--- src/rtl/ps2_pkg.sv ---
`default_nettype none
// ============================================================================
// Module   : ps2_pkg
// Purpose  : Shared types and constants for the PS/2 receive path.
// Revision : 1.0
// ============================================================================
package ps2_pkg;

  typedef enum logic [1:0] {
    IDLE   = 2'd0,
    DATA   = 2'd1,
    PARITY = 2'd2,
    STOP   = 2'd3
  } ps2_state_e;

  localparam logic [7:0] PS2_PREFIX_EXT = 8'hE0;
  localparam logic [7:0] PS2_PREFIX_BRK = 8'hF0;

  // Entry layout: {ext, brk, code[7:0]}
  localparam int PS2_ENTRY_W  = 10;
  localparam int PS2_CODE_LSB = 0;
  localparam int PS2_CODE_MSB = 7;
  localparam int PS2_BRK_BIT  = 8;
  localparam int PS2_EXT_BIT  = 9;

  function automatic logic odd_parity_ok(input logic [7:0] data, input logic par);
    return ^{data, par};
  endfunction

endpackage
`default_nettype wire

--- src/rtl/ps2_sync_fifo.sv ---
`default_nettype none
// ============================================================================
// Module   : ps2_sync_fifo
// Purpose  : Single-clock first-word-fall-through FIFO with occupancy count.
// Revision : 1.0
// ============================================================================
module ps2_sync_fifo #(
  parameter int WIDTH = 10,
  parameter int DEPTH = 8
) (
  input  logic                       clk_50,
  input  logic                       areset_n,
  input  logic                       wr_en,
  input  logic [WIDTH-1:0]           wr_data,
  input  logic                       rd_en,
  output logic [WIDTH-1:0]           rd_data,
  output logic [$clog2(DEPTH+1)-1:0] count,
  output logic                       full,
  output logic                       empty
);

  localparam int c_ADDR_W = $clog2(DEPTH);
  localparam int c_CNT_W  = $clog2(DEPTH+1);

  logic [WIDTH-1:0]    r_mem [DEPTH];
  logic [c_ADDR_W-1:0] r_wr_ptr;
  logic [c_ADDR_W-1:0] r_rd_ptr;
  logic [c_CNT_W-1:0]  r_count;
  logic                w_push;
  logic                w_pop;

  assign full    = (r_count == c_CNT_W'(DEPTH));
  assign empty   = (r_count == '0);
  assign w_pop   = rd_en & ~empty;
  // A write into a full FIFO still lands when the head leaves in the same cycle.
  assign w_push  = wr_en & (~full | w_pop);
  assign rd_data = empty ? '0 : r_mem[r_rd_ptr];
  assign count   = r_count;

  always_ff @(posedge clk_50) begin
    if (w_push) begin
      r_mem[r_wr_ptr] <= wr_data;
    end
  end

  always_ff @(posedge clk_50 or negedge areset_n) begin
    if (!areset_n) begin
      r_wr_ptr <= '0;
      r_rd_ptr <= '0;
      r_count  <= '0;
    end else begin
      if (w_push) r_wr_ptr <= r_wr_ptr + 1'b1;
      if (w_pop)  r_rd_ptr <= r_rd_ptr + 1'b1;
      case ({w_push, w_pop})
        2'b10:   r_count <= r_count + 1'b1;
        2'b01:   r_count <= r_count - 1'b1;
        default: r_count <= r_count;
      endcase
    end
  end

endmodule
`default_nettype wire

--- src/rtl/ps2_rx_fifo.sv ---
`default_nettype none
// ============================================================================
// Module   : ps2_rx_fifo
// Purpose  : PS/2 device-to-host receiver with glitch filter, error pulses,
//            optional E0/F0 prefix folding and a FWFT output FIFO.
// Revision : 1.0
// ============================================================================
module ps2_rx_fifo
  import ps2_pkg::*;
#(
  parameter int FILTER_LEN     = 5,
  parameter int TIMEOUT_CYCLES = 5000,
  parameter int FIFO_DEPTH     = 8,
  parameter int DECODE_PREFIX  = 1
) (
  input  logic                            clk_50,
  input  logic                            areset_n,
  input  logic                            ps2_clk,
  input  logic                            ps2_dat,
  output logic                            out_valid,
  input  logic                            out_ready,
  output logic [7:0]                      out_code,
  output logic                            out_ext,
  output logic                            out_break,
  output logic [$clog2(FIFO_DEPTH+1)-1:0] fifo_count,
  output logic                            parity_err,
  output logic                            frame_err,
  output logic                            overflow
);

  localparam int c_TMO_W = $clog2(TIMEOUT_CYCLES+1);

  logic                    r_clk_meta, r_clk_sync;
  logic                    r_dat_meta, r_dat_sync;
  logic [2*FILTER_LEN-1:0] r_filt;
  logic                    w_strobe;

  ps2_state_e              r_state, w_state_nxt;
  logic [2:0]              r_bit_cnt, w_bit_cnt_nxt;
  logic [7:0]              r_shift, w_shift_nxt;
  logic                    r_par_bit, w_par_nxt;
  logic [c_TMO_W-1:0]      r_tmo_cnt, w_tmo_nxt;
  logic                    w_byte_ok, w_par_bad, w_stop_bad, w_tmo_hit;

  logic                    r_byte_vld;
  logic [7:0]              r_byte;
  logic                    r_parity_err, r_frame_err;

  logic                    w_push, w_pop;
  logic [PS2_ENTRY_W-1:0]  w_entry, w_head;
  logic                    w_fifo_full, w_fifo_empty;

  // Older half of the window all high and newer half all low marks one clean fall.
  assign w_strobe = (&r_filt[2*FILTER_LEN-1:FILTER_LEN]) & ~(|r_filt[FILTER_LEN-1:0]);

  always_ff @(posedge clk_50 or negedge areset_n) begin
    if (!areset_n) begin
      r_clk_meta <= 1'b1;
      r_clk_sync <= 1'b1;
      r_dat_meta <= 1'b1;
      r_dat_sync <= 1'b1;
      r_filt     <= '1;
    end else begin
      r_clk_meta <= ps2_clk;
      r_clk_sync <= r_clk_meta;
      r_dat_meta <= ps2_dat;
      r_dat_sync <= r_dat_meta;
      r_filt     <= {r_filt[2*FILTER_LEN-2:0], r_clk_sync};
    end
  end

  always_comb begin
    w_state_nxt   = r_state;
    w_bit_cnt_nxt = r_bit_cnt;
    w_shift_nxt   = r_shift;
    w_par_nxt     = r_par_bit;
    w_tmo_nxt     = '0;
    w_byte_ok     = 1'b0;
    w_par_bad     = 1'b0;
    w_stop_bad    = 1'b0;
    w_tmo_hit     = 1'b0;
    if (r_state != IDLE) begin
      w_tmo_nxt = r_tmo_cnt + 1'b1;
    end
    // Counter holds cycles elapsed since the last strobe of the frame.
    if (w_strobe) begin
      w_tmo_nxt = c_TMO_W'(1);
      case (r_state)
        IDLE: begin
          if (!r_dat_sync) begin
            w_state_nxt   = DATA;
            w_bit_cnt_nxt = '0;
          end else begin
            w_tmo_nxt = '0;
          end
        end
        DATA: begin
          w_shift_nxt = {r_dat_sync, r_shift[7:1]};
          if (r_bit_cnt == 3'd7) w_state_nxt = PARITY;
          else                   w_bit_cnt_nxt = r_bit_cnt + 1'b1;
        end
        PARITY: begin
          w_par_nxt   = r_dat_sync;
          w_state_nxt = STOP;
        end
        STOP: begin
          w_state_nxt = IDLE;
          w_tmo_nxt   = '0;
          if (!odd_parity_ok(r_shift, r_par_bit)) w_par_bad  = 1'b1;
          else if (!r_dat_sync)                   w_stop_bad = 1'b1;
          else                                    w_byte_ok  = 1'b1;
        end
        default: w_state_nxt = IDLE;
      endcase
    end else if ((r_state != IDLE) && (r_tmo_cnt == c_TMO_W'(TIMEOUT_CYCLES-1))) begin
      w_tmo_hit   = 1'b1;
      w_state_nxt = IDLE;
      w_tmo_nxt   = '0;
    end
  end

  always_ff @(posedge clk_50 or negedge areset_n) begin
    if (!areset_n) begin
      r_state      <= IDLE;
      r_bit_cnt    <= '0;
      r_shift      <= '0;
      r_par_bit    <= 1'b0;
      r_tmo_cnt    <= '0;
      r_byte_vld   <= 1'b0;
      r_byte       <= '0;
      r_parity_err <= 1'b0;
      r_frame_err  <= 1'b0;
    end else begin
      r_state      <= w_state_nxt;
      r_bit_cnt    <= w_bit_cnt_nxt;
      r_shift      <= w_shift_nxt;
      r_par_bit    <= w_par_nxt;
      r_tmo_cnt    <= w_tmo_nxt;
      r_byte_vld   <= w_byte_ok;
      r_parity_err <= w_par_bad;
      r_frame_err  <= w_stop_bad | w_tmo_hit;
      if (w_byte_ok) r_byte <= r_shift;
    end
  end

  generate
    if (DECODE_PREFIX != 0) begin : g_prefix
      logic r_ext_pend, r_brk_pend;
      logic w_is_ext, w_is_brk;

      assign w_is_ext = (r_byte == PS2_PREFIX_EXT);
      assign w_is_brk = (r_byte == PS2_PREFIX_BRK);
      assign w_push   = r_byte_vld & ~w_is_ext & ~w_is_brk;
      assign w_entry  = {r_ext_pend, r_brk_pend, r_byte};

      always_ff @(posedge clk_50 or negedge areset_n) begin
        if (!areset_n) begin
          r_ext_pend <= 1'b0;
          r_brk_pend <= 1'b0;
        end else if (r_parity_err || r_frame_err) begin
          r_ext_pend <= 1'b0;
          r_brk_pend <= 1'b0;
        end else if (r_byte_vld) begin
          if (w_is_ext) begin
            r_ext_pend <= 1'b1;
          end else if (w_is_brk) begin
            r_brk_pend <= 1'b1;
          end else begin
            r_ext_pend <= 1'b0;
            r_brk_pend <= 1'b0;
          end
        end
      end
    end else begin : g_raw
      assign w_push  = r_byte_vld;
      assign w_entry = {2'b00, r_byte};
    end
  endgenerate

  assign w_pop = out_valid & out_ready;

  ps2_sync_fifo #(
    .WIDTH (PS2_ENTRY_W),
    .DEPTH (FIFO_DEPTH)
  ) u_fifo (
    .clk_50   (clk_50),
    .areset_n (areset_n),
    .wr_en    (w_push),
    .wr_data  (w_entry),
    .rd_en    (w_pop),
    .rd_data  (w_head),
    .count    (fifo_count),
    .full     (w_fifo_full),
    .empty    (w_fifo_empty)
  );

  assign out_valid  = ~w_fifo_empty;
  assign out_code   = w_head[PS2_CODE_MSB:PS2_CODE_LSB];
  assign out_ext    = w_head[PS2_EXT_BIT];
  assign out_break  = w_head[PS2_BRK_BIT];
  assign parity_err = r_parity_err;
  assign frame_err  = r_frame_err;
  assign overflow   = w_push & w_fifo_full & ~w_pop;

endmodule
`default_nettype wire

--- config.mk ---
export PLATFORM = sky130hd
export DESIGN_NAME = ps2_rx_fifo
export DESIGN_NICKNAME = d
export VERILOG_FILES = /design/src/rtl/ps2_pkg.sv /design/src/rtl/ps2_sync_fifo.sv /design/src/rtl/ps2_rx_fifo.sv
export SDC_FILE = /design/constraint.sdc
export NUM_CORES = 1
export LEC_CHECK = 0
export BUFFER_PORTS_ARGS = -buffer_cell sky130_fd_sc_hd__clkbuf_2
export CORE_MARGIN = 5
export CORE_UTILIZATION = 64
export CTS_BUF_LIST = sky130_fd_sc_hd__clkbuf_8
export DETAILED_ROUTE_END_ITERATION = 12
export GPL_ROUTABILITY_DRIVEN = 1
export PLACE_DENSITY = 0.82
export SLEW_MARGIN = 20
export SYNTH_ARGS = -nofsm -noshare
export SYNTH_HDL_FRONTEND = slang
export SYNTH_HIERARCHICAL = 1
export SYNTH_SLANG_ARGS = --single-unit
--- constraint.sdc ---
create_clock -name clk_50 -period 3.8 [get_ports clk_50]
set_input_delay 0 -clock clk_50 [delete_from_list [all_inputs] [get_ports clk_50]]
set_output_delay 0 -clock clk_50 [all_outputs]
set_load 0.01 [all_outputs]
==> results.sh, run 1 <==
export IMPL_status="finished clean"
export IMPL_synthTopCellsByArea="edfxtp_1 (40%), dfrtp_1 (21%), mux4_2 (7.4%), dfstp_2 (6.1%), ha_1 (2.3%)"
export IMPL_cpMostUsedCell="or3_1"
export IMPL_antenna_diode_count=0
export IMPL_die_y_um=107.3
export IMPL_htreeDepth=4
export IMPL_drive_gt1_frac=0.2834
export IMPL_die_width_um=107.3
export IMPL_coreArea_mm2=0.009240
export IMPL_final_setup_viol_count=0
export IMPL_tightest_slew_ns=0.9990
export IMPL_synth_top_area_frac=0.3969
export IMPL_grt_pass1_vias=3453
export IMPL_clk_pin_slew_ns=0.08
export IMPL_dr_pass1_iters=4
export IMPL_hp_class="in -> async"
export IMPL_synthArstFlopShare=0.4444
export IMPL_wl_um=10800
export IMPL_slew_violations=0
export IMPL_power_leakage_uw=0.002856
export IMPL_critPathArrivalTime_ns=3.56
export IMPL_cts_tree="yes"
export IMPL_critPathKind="reg -> reg"
export IMPL_cp_slowest_cell="nor2b_1"
export IMPL_end_kind="register"
export IMPL_synthTopCellsByCount="edfxtp_1 (80), dfrtp_1 (50), nor2_1 (36)"
export IMPL_cap_violations=0
export IMPL_crit_chain="or3_1 -> nor2_1 -> buf_4 -> nor2b_1 -> o21ai_2 -> nand2b_1 -> inv_1 -> ha_1 -> a211oi_1 -> or3_1 -> o21a_1 -> o221ai_1"
export IMPL_synth_nets=398
export IMPL_synth_yosys_seq_area_share=0.6643
export IMPL_grt_ovfl_total=0
export IMPL_initial_core_util=0.6551
export IMPL_cts_buffers=17
export IMPL_final_core_util=0.7362
export IMPL_ant_nets=0
export IMPL_synth_edff_count=80
export IMPL_wl_per_cell_um=18.95
export IMPL_num_rows=35
export IMPL_routed_via_density=5.754
export IMPL_insertion_delay_ns=0.42
export IMPL_syn_area_per_cell_um2=15.89
export IMPL_synth_top_area_cell="edfxtp_1"
export IMPL_ys_flop_type="edfxtp_1"
export IMPL_tns_ns=0
export IMPL_boundaryPins=23
export IMPL_cts_sinks=144
export IMPL_startpoint_type="register"
export IMPL_syn_area_mm2=0.006053
export IMPL_port_buffers=22
export IMPL_placed_area_mm2=0.006365
export IMPL_drt_initial_drc_count=135
export IMPL_cts_resized=0
export IMPL_vias=3280
export IMPL_finClkSkew_ns=0.01093
export IMPL_timing_final_crit_period_ns=3.272
export IMPL_clock_path_buffers=2
export IMPL_antenna_found_initial=0
export IMPL_rr_worst_depth=12
export IMPL_dieArea_mm2=0.01150
export IMPL_hold_violations=0
export IMPL_grt_max_degree=35
export IMPL_grt_usage=0.2083
export IMPL_postLayoutCellArea_mm2=0.006803
export IMPL_layout_nets=445
export IMPL_crit_required_ns=4.08
export IMPL_hpwl_um=6845
export IMPL_irDropWorstVdd_uv=310.1
export IMPL_p_per_area_mw_per_mm2=539.7
export IMPL_gp_congestion=0.7740
export IMPL_rsz0062_at_grt="false"
export IMPL_syn_to_final_growth_pct=12.38
export IMPL_cts_root_buf="clkbuf_8"
export IMPL_grt_pass1_wl_um=18070
export IMPL_relSlewSlack=0.3340
export IMPL_synth_most_common_cell="edfxtp_1"
export IMPL_ys_types=59
export IMPL_synth_seq_cells=144
export IMPL_synthCells=381
export IMPL_max_freq_ghz=0.3056
export IMPL_worstPathMaxFanout=12
export IMPL_drcViolationCount=0
export IMPL_fin_crit_sh=0.8611
export IMPL_cp_slowest_stage_delay_ns=0.59
export IMPL_ys_warn_count=6
export IMPL_finalHoldWorstSlack_ns=0.1787
==> state kept, by name, summed over array words and instances, names as in the netlist <==
name                 cells
r_clk_meta               1
u_fifo/count             4
frame_err                1
r_dat_meta               1
g_prefix.r_ext_pend      1
g_prefix.r_brk_pend      1
r_state                  2
r_bit_cnt                3
u_fifo/r_wr_ptr          3
r_byte_vld               1
r_shift                  8
r_byte                   8
r_clk_sync               1
u_fifo/r_mem            80
u_fifo/r_rd_ptr          3
r_par_bit                1
r_tmo_cnt               13
r_filt                  10
parity_err               1
r_dat_sync               1
==> report_power, final <==
group	internal [uW]	switching, uW
combinational	330	316
sequential	1690	118
clock	675	543
==> worst max-delay path, delay by kind of cell, from the launching register on <==
family / cells / cell delay, ns
flops: 1 / 0.39
buf+inv: 2 / 0.29
compound gates: 4 / 0.79
fa+ha+maj: 1 / 0.23
simple gates: 5 / 1.46
==> cell type report <==
cell class              instances  area (um2)
repair buffers                 37       230.2
clock inverters                13       146.4
well taps                     129       161.4
multi-input cells             214        1929
inverters                      14       52.55
clock buffers                  19       261.5
flip-flops and latches        144        4021
fillers                       565        2437
==> path summary, 6_finish.rpt <==
| check | startpoint | endpoint | slack (ns) |
|---|---|---|---|
| max | u_fifo/count[2] | u_fifo/count[3] | 0.53 |
| min | areset_n | r_tmo_cnt[11] | 0.18 |
| max reg2reg | u_fifo/count[2] | u_fifo/count[3] | 0.53 |
| min reg2reg | r_dat_meta | r_dat_sync | 0.36 |
| max in group asynchronous | areset_n | r_filt[4] | 2.67 |
| min in group clk_50 | out_ready | u_fifo/r_rd_ptr[0] | 0.18 |
==> through the flow <==
stage	total power [uW]	worst slack, ns	cells
floorplan	2303	0.9332	381
global placement	2461	0.7691	535
detailed placement	2487	0.5999	535
CTS	3706	0.5771	570
global route	3857	0.2312	570
finish	3671	0.5279	570
==> what timing repair did <==
item                      4_1_cts  5_1_grt
setup buffers                   0        0
hold endpoints to repair       31        0
hold buffers                    3        0
==> per-layer routing <==
layer  track usage  wire, um  vias to the layer above
li1              -         -                     1507
met1        0.2634      4532                     1687
met2        0.3686      5816                       74
met3       0.04619       354                       12
met4       0.04840        97                        0
met5             0         0                        -
==> placed cells by master (no fill, tap or decap), drive strengths merged, types with 3 or more instances in the layout <==
cell type,instances
edfxtp,80
a22o,3
dfstp,14
ha,11
buf,12
nor3,3
clkinv,3
dlygate4sd3,3
mux2,18
or3,4
nand2b,7
nor2,37
mux2i,11
nor2b,5
nand3,11
inv,18
nand2,15
o21ai,9
clkbuf,41
mux4,20
clkinvlp,3
a21oi,3
xor2,9
and3,4
bufinv,3
xnor2,16
dfrtp,50
==> kinds of logic (layout without fill, tap and decap cells) <==
family	after synthesis	count (layout)	share of synthesized area
muxes	49	49	0.1310
and+or+nand+nor	99	99	0.08537
buffers and inverters	23	83	0.01695
adders and majority gates	12	12	0.02604
DFF	144	144	0.6643
AOI/OAI and AO/OA	28	28	0.03493
xor gates and xnor gates	26	26	0.04134
Note: power is estimated with default switching activity, not from simulation.
==> inputs of run 2 (changes only) <==
- PLACE_DENSITY: 0.82 -> 0.92
==> run 2 against run 1 <==
Effect of this change: register-to-register slack improved by 0.04 ns; clock power barely moved; global-route usage barely moved; final cell count did not move; cell area barely moved.
==> results.sh, run 2 (same netlist as run 1, synthesis figures left out) <==
export IMPL_slew_violations=0
export IMPL_die_width_um=107.3
export IMPL_rsz0062_at_grt="false"
export IMPL_critPathKind="reg -> reg"
export IMPL_cap_violations=0
export IMPL_syn_to_final_growth_pct=12.28
export IMPL_cts_buffers=17
export IMPL_cts_sinks=144
export IMPL_power_uw=3649
export IMPL_cp_top_family="simple AND/OR/NAND/NOR gates"
export IMPL_dieArea_mm2=0.01150
export IMPL_grt_pass1_wl_um=18060
export IMPL_drt_initial_drc_count=173
export IMPL_initial_core_util=0.6551
export IMPL_p_per_area_mw_per_mm2=536.8
export IMPL_r2r_slack_ns=0.57
export IMPL_num_rows=35
export IMPL_dr_pass1_iters=5
export IMPL_power_leakage_uw=0.002847
export IMPL_routed_via_density=5.837
export IMPL_layout_nets=445
export IMPL_area_sequential_mm2=0.004021
export IMPL_max_freq_ghz=0.3092
export IMPL_grt_max_degree=52
export IMPL_critPathArrivalTime_ns=3.53
export IMPL_hold_violations=0
export IMPL_ant_nets=0
export IMPL_cts_root_buf="clkbuf_8"
export IMPL_multiInputGateArea_mm2=0.001929
export IMPL_drive_gt1_frac=0.2880
export IMPL_timing_rr_start="u_fifo/count[1]"
export IMPL_htreeDepth=4
export IMPL_status="finished clean"
export IMPL_nFillCells=537
export IMPL_grt_ovfl_total=0
export IMPL_largestRegisters="u_fifo/r_mem x80, r_tmo_cnt x13, r_filt x10"
export IMPL_hpwl_um=7075
export IMPL_wl_per_cell_um=19.06
export IMPL_rr_worst_depth=12
export IMPL_finalHoldWorstSlack_ns=0.01147
export IMPL_cts_setup_buffers=0
export IMPL_vias=3327
export IMPL_fin_crit_sh=0.8511
export IMPL_gp_congestion=0.8227
export IMPL_drcViolationCount=0
export IMPL_grt_pass1_vias=3568
export IMPL_clock_path_buffers=2
export IMPL_grt_usage=0.2086
export IMPL_cts_tree="yes"
export IMPL_tightest_slew_ns=0.9331
export IMPL_final_common_cell="edfxtp_1"
export IMPL_wl_um=10870
export IMPL_worstPathMaxFanout=12
export IMPL_die_y_um=107.3
export IMPL_cpMostUsedCell="or3_1"
export IMPL_largest_reg_flops=80
export IMPL_cp_slowest_cell="nor2b_1"
export IMPL_timing_final_crit_period_ns=3.234
export IMPL_insertion_delay_ns=0.43
export IMPL_final_core_util=0.7355
export IMPL_finClkSkew_ns=0.009539
export IMPL_final_setup_viol_count=0
export IMPL_boundaryPins=23
export IMPL_cp_slowest_stage_delay_ns=0.57
export IMPL_port_buffers=22
export IMPL_critPathBufInv=2
export IMPL_final_cell_mix="edfxtp_1 (80), dfrtp_1 (50), nor2_1 (36)"
export IMPL_irDropWorstVdd_uv=272.9
export IMPL_crit_required_ns=4.10
export IMPL_antenna_found_initial=0
export IMPL_timing_rr_end="u_fifo/count[3]"
export IMPL_startpoint_type="register"
export IMPL_coreArea_mm2=0.009240
export IMPL_clk_pin_slew_ns=0.08
export IMPL_antenna_diode_count=0
export IMPL_hp_class="in -> async"
export IMPL_crit_chain="or3_1 -> nor2_1 -> buf_4 -> nor2b_1 -> o21ai_2 -> nand2b_1 -> inv_1 -> ha_1 -> a211oi_1 -> or3_1 -> o21a_1 -> o221ai_1"
export IMPL_regMostFlops="u_fifo/r_mem"
export IMPL_end_kind="register"
export IMPL_relSlewSlack=0.3779
export IMPL_tns_ns=0
-- run 2: cell count changes in the layout (fill, tap and decap cells not counted) --
cell	delta
clkinv_1	+1
inv_1	-3
clkinv_2	+2
clkbuf_8	-2
clkinv_4	+3
clkinvlp_4	-1
-- run 2: layer usage --
layer | wire length (um) | part of all wire | track usage | vias up
met5 | 0 | 0 | 0 | -
met4 | 163 | 0.015 | 0.07032 | 0
met2 | 5855 | 0.54 | 0.3673 | 86
met1 | 4237 | 0.39 | 0.2568 | 1713
li1 | - | - | - | 1512
met3 | 609 | 0.056 | 0.04439 | 16
-- run 2: repair_timing --
action	4_1_cts	5_1_grt
gates resized for setup	0	0
endpoints found under the hold margin	15	0
hold buffers	3	0
-- run 2: worst max path at each step --
stage,start,endpoint,depth (start not counted)
CTS,u_fifo/count[1],u_fifo/count[3],12
floorplan,u_fifo/count[1],u_fifo/count[3],13
global route,u_fifo/count[1],u_fifo/count[3],12
detailed placement,u_fifo/count[1],u_fifo/count[3],12
finish,u_fifo/count[1],u_fifo/count[3],12
global placement,u_fifo/count[1],u_fifo/count[3],12
-- run 2: layout make-up --
class | instances | area share
clock buffer | 17 | 0.03443
clock inverter | 15 | 0.02467
inverter | 14 | 0.007732
multi-input combinational | 214 | 0.2839
sequential | 144 | 0.5917
tap | 129 | 0.02375
timing repair buffer | 37 | 0.03387
-- run 2: worst register-to-register path, stage by stage (launching register included) --
cell      delay (ns)
dfrtp_1         0.39
or3_1           0.34
nor2_1          0.08
buf_4           0.20
nor2b_1         0.57
o21ai_2         0.19
nand2b_1        0.23
inv_1           0.09
ha_1            0.23
a211oi_1        0.33
or3_1           0.22
o21a_1          0.14
o221ai_1        0.12
-- run 2: power breakdown --
group / switching, uW / internal, uW / total (uW)
registers: 148 / 1690 / 1840
clock network: 553 / 643 / 1200
logic: 285 / 330 / 615
total: 986 / 2660 / 3650
-- run 2: stage by stage --
stage	std cells	setup slack (ns)	area (um2)
2_1_floorplan	381	0.9332	6053
3_3_place_gp	535	0.7910	6365
3_5_place_dp	535	0.6108	6365
4_1_cts	570	0.6034	6797
5_1_grt	570	0.3035	6797
6_report	570	0.5658	6797
==> inputs of run 3 (changes only) <==
- MAX_ROUTING_LAYER: not set -> met4
==> run 3 against run 2 <==
Effect of this change: wire length up 0.15%; count of clock-buffer cells in the layout unchanged; setup slack better by 0.0014 ns; combinational power about the same; clock power about the same; cell area unchanged.
==> results.sh, run 3 (same netlist as run 1, synthesis figures left out) <==
export IMPL_wl_met2_um=5898
export IMPL_worstPathMaxFanout=12
export IMPL_hold_violations=0
export IMPL_antenna_found_initial=0
export IMPL_timing_rr_start="u_fifo/count[1]"
export IMPL_timing_rr_end="u_fifo/count[3]"
export IMPL_initial_core_util=0.6551
export IMPL_largest_reg_flops=80
export IMPL_postLayoutCellArea_mm2=0.006797
export IMPL_final_cell_mix="edfxtp_1 (80), dfrtp_1 (50), nor2_1 (36)"
export IMPL_largestRegisters="u_fifo/r_mem x80, r_tmo_cnt x13, r_filt x10"
export IMPL_critPathBufInv=2
export IMPL_cts_buffers=17
export IMPL_syn_to_final_growth_pct=12.28
export IMPL_ant_nets=0
export IMPL_wl_met3_um=558
export IMPL_tns_ns=0
export IMPL_dr_max_layer_used="met4"
export IMPL_rr_worst_depth=12
export IMPL_routed_via_density=5.872
export IMPL_die_width_um=107.3
export IMPL_clock_path_buffers=2
export IMPL_timing_final_crit_period_ns=3.233
export IMPL_wl_per_cell_um=19.09
export IMPL_cpMostUsedCell="or3_1"
export IMPL_cts_sinks=144
export IMPL_startpoint_type="register"
export IMPL_drcViolationCount=0
export IMPL_max_freq_ghz=0.3093
export IMPL_wl_um=10880
export IMPL_num_rows=35
export IMPL_clk_pin_slew_ns=0.08
export IMPL_antenna_diode_count=0
export IMPL_critPathKind="reg -> reg"
export IMPL_irDropWorstVdd_uv=270.6
export IMPL_met1_length_um=4248
export IMPL_grt_pass1_vias=3556
export IMPL_tightest_slew_ns=0.9459
export IMPL_crit_required_ns=4.10
export IMPL_cp_slowest_cell="nor2b_1"
export IMPL_coreArea_mm2=0.009240
export IMPL_hp_class="in -> async"
export IMPL_final_setup_viol_count=0
export IMPL_cts_tree="yes"
export IMPL_power_uw=3647
export IMPL_fin_crit_sh=0.8507
export IMPL_die_y_um=107.3
export IMPL_vias=3347
export IMPL_gp_congestion=0.8350
export IMPL_grt_pass1_wl_um=18100
export IMPL_dieArea_mm2=0.01150
export IMPL_finClkSkew_ns=0.009218
export IMPL_cp_top_family="simple AND/OR/NAND/NOR gates"
export IMPL_slew_violations=0
export IMPL_grt_max_degree=52
export IMPL_relSlewSlack=0.3694
export IMPL_drt_initial_drc_count=194
export IMPL_r2r_slack_ns=0.57
export IMPL_cp_slowest_stage_delay_ns=0.57
export IMPL_hpwl_um=7075
export IMPL_cts_setup_buffers=0
export IMPL_regMostFlops="u_fifo/r_mem"
export IMPL_final_common_cell="edfxtp_1"
export IMPL_htreeDepth=4
export IMPL_drive_gt1_frac=0.2880
export IMPL_crit_chain="or3_1 -> nor2_1 -> buf_4 -> nor2b_1 -> o21ai_2 -> nand2b_1 -> inv_1 -> ha_1 -> a211oi_1 -> or3_1 -> o21a_1 -> o221ai_1"
export IMPL_fin_ws_ns=0.5672
export IMPL_status="finished clean"
export IMPL_layout_nets=445
export IMPL_p_per_area_mw_per_mm2=536.6
export IMPL_critPathArrivalTime_ns=3.53
export IMPL_end_kind="register"
export IMPL_boundaryPins=23
export IMPL_place_ws_ns=0.6108
export IMPL_grt_usage=0.2151
export IMPL_insertion_delay_ns=0.43
export IMPL_rsz0062_at_grt="false"
export IMPL_final_core_util=0.7355
export IMPL_power_leakage_uw=0.002847
export IMPL_cts_root_buf="clkbuf_8"
export IMPL_dr_pass1_iters=4
export IMPL_grt_ovfl_total=0
export IMPL_port_buffers=22
export IMPL_cap_violations=0
export IMPL_placed_area_mm2=0.006365
-- run 3: metal layers --
metal  GRT usage  vias up
li1            -     1513
met1      0.2602     1727
met2      0.3655       89
met3     0.04439       18
met4     0.07032        0
met5           -        -
-- run 3: what timing repair did --
| item | in CTS | in global routing |
|---|---|---|
| hold buffers | 3 | 0 |
| gates resized for setup | 0 | 0 |
| endpoints found under the hold margin | 15 | 0 |
-- run 3: stage by stage --
step | hold WS, ns | instances
global placement | -0.08327 | 535
finish | 0.01520 | 570
floorplan | -0.2956 | 381
CTS | 0.002443 | 570
detailed placement | -0.07334 | 535
global route | 0.05011 | 570
-- run 3: layout make-up --
cell class / count / area (um2)
Fill cell: 537 / 2444
Timing Repair Buffer: 37 / 230.2
Multi-Input combinational cell: 214 / 1929
Tap cell: 129 / 161.4
Clock buffer: 17 / 234.0
Sequential cell: 144 / 4021
Clock inverter: 15 / 167.7
Inverter: 14 / 52.55
-- run 3: worst max-delay path by stage --
stage / start / endpoint / slack, ns / cells after the start
2_1_floorplan: u_fifo/count[1] / u_fifo/count[3] / 0.93 / 13
3_3_place_gp: u_fifo/count[1] / u_fifo/count[3] / 0.79 / 12
3_5_place_dp: u_fifo/count[1] / u_fifo/count[3] / 0.61 / 12
4_1_cts: u_fifo/count[1] / u_fifo/count[3] / 0.60 / 12
5_1_grt: u_fifo/count[1] / u_fifo/count[3] / 0.30 / 12
6_report: u_fifo/count[1] / u_fifo/count[3] / 0.57 / 12
-- run 3: report_power, final --
| part | total (uW) | switching, uW | leakage (uW) | internal [uW] |
|---|---|---|---|---|
| registers | 1840 | 148 | 0.00172 | 1690 |
| clock network | 1190 | 550 | 0.000201 | 644 |
| logic | 618 | 287 | 0.000928 | 330 |
-- run 3: worst register-to-register path, stage by stage, from the launching register on --
cell      delay [ns]
dfrtp_1         0.39
or3_1           0.34
nor2_1          0.08
buf_4           0.20
nor2b_1         0.57
o21ai_2         0.18
nand2b_1        0.22
inv_1           0.09
ha_1            0.23
a211oi_1        0.32
or3_1           0.23
o21a_1          0.15
o221ai_1        0.12
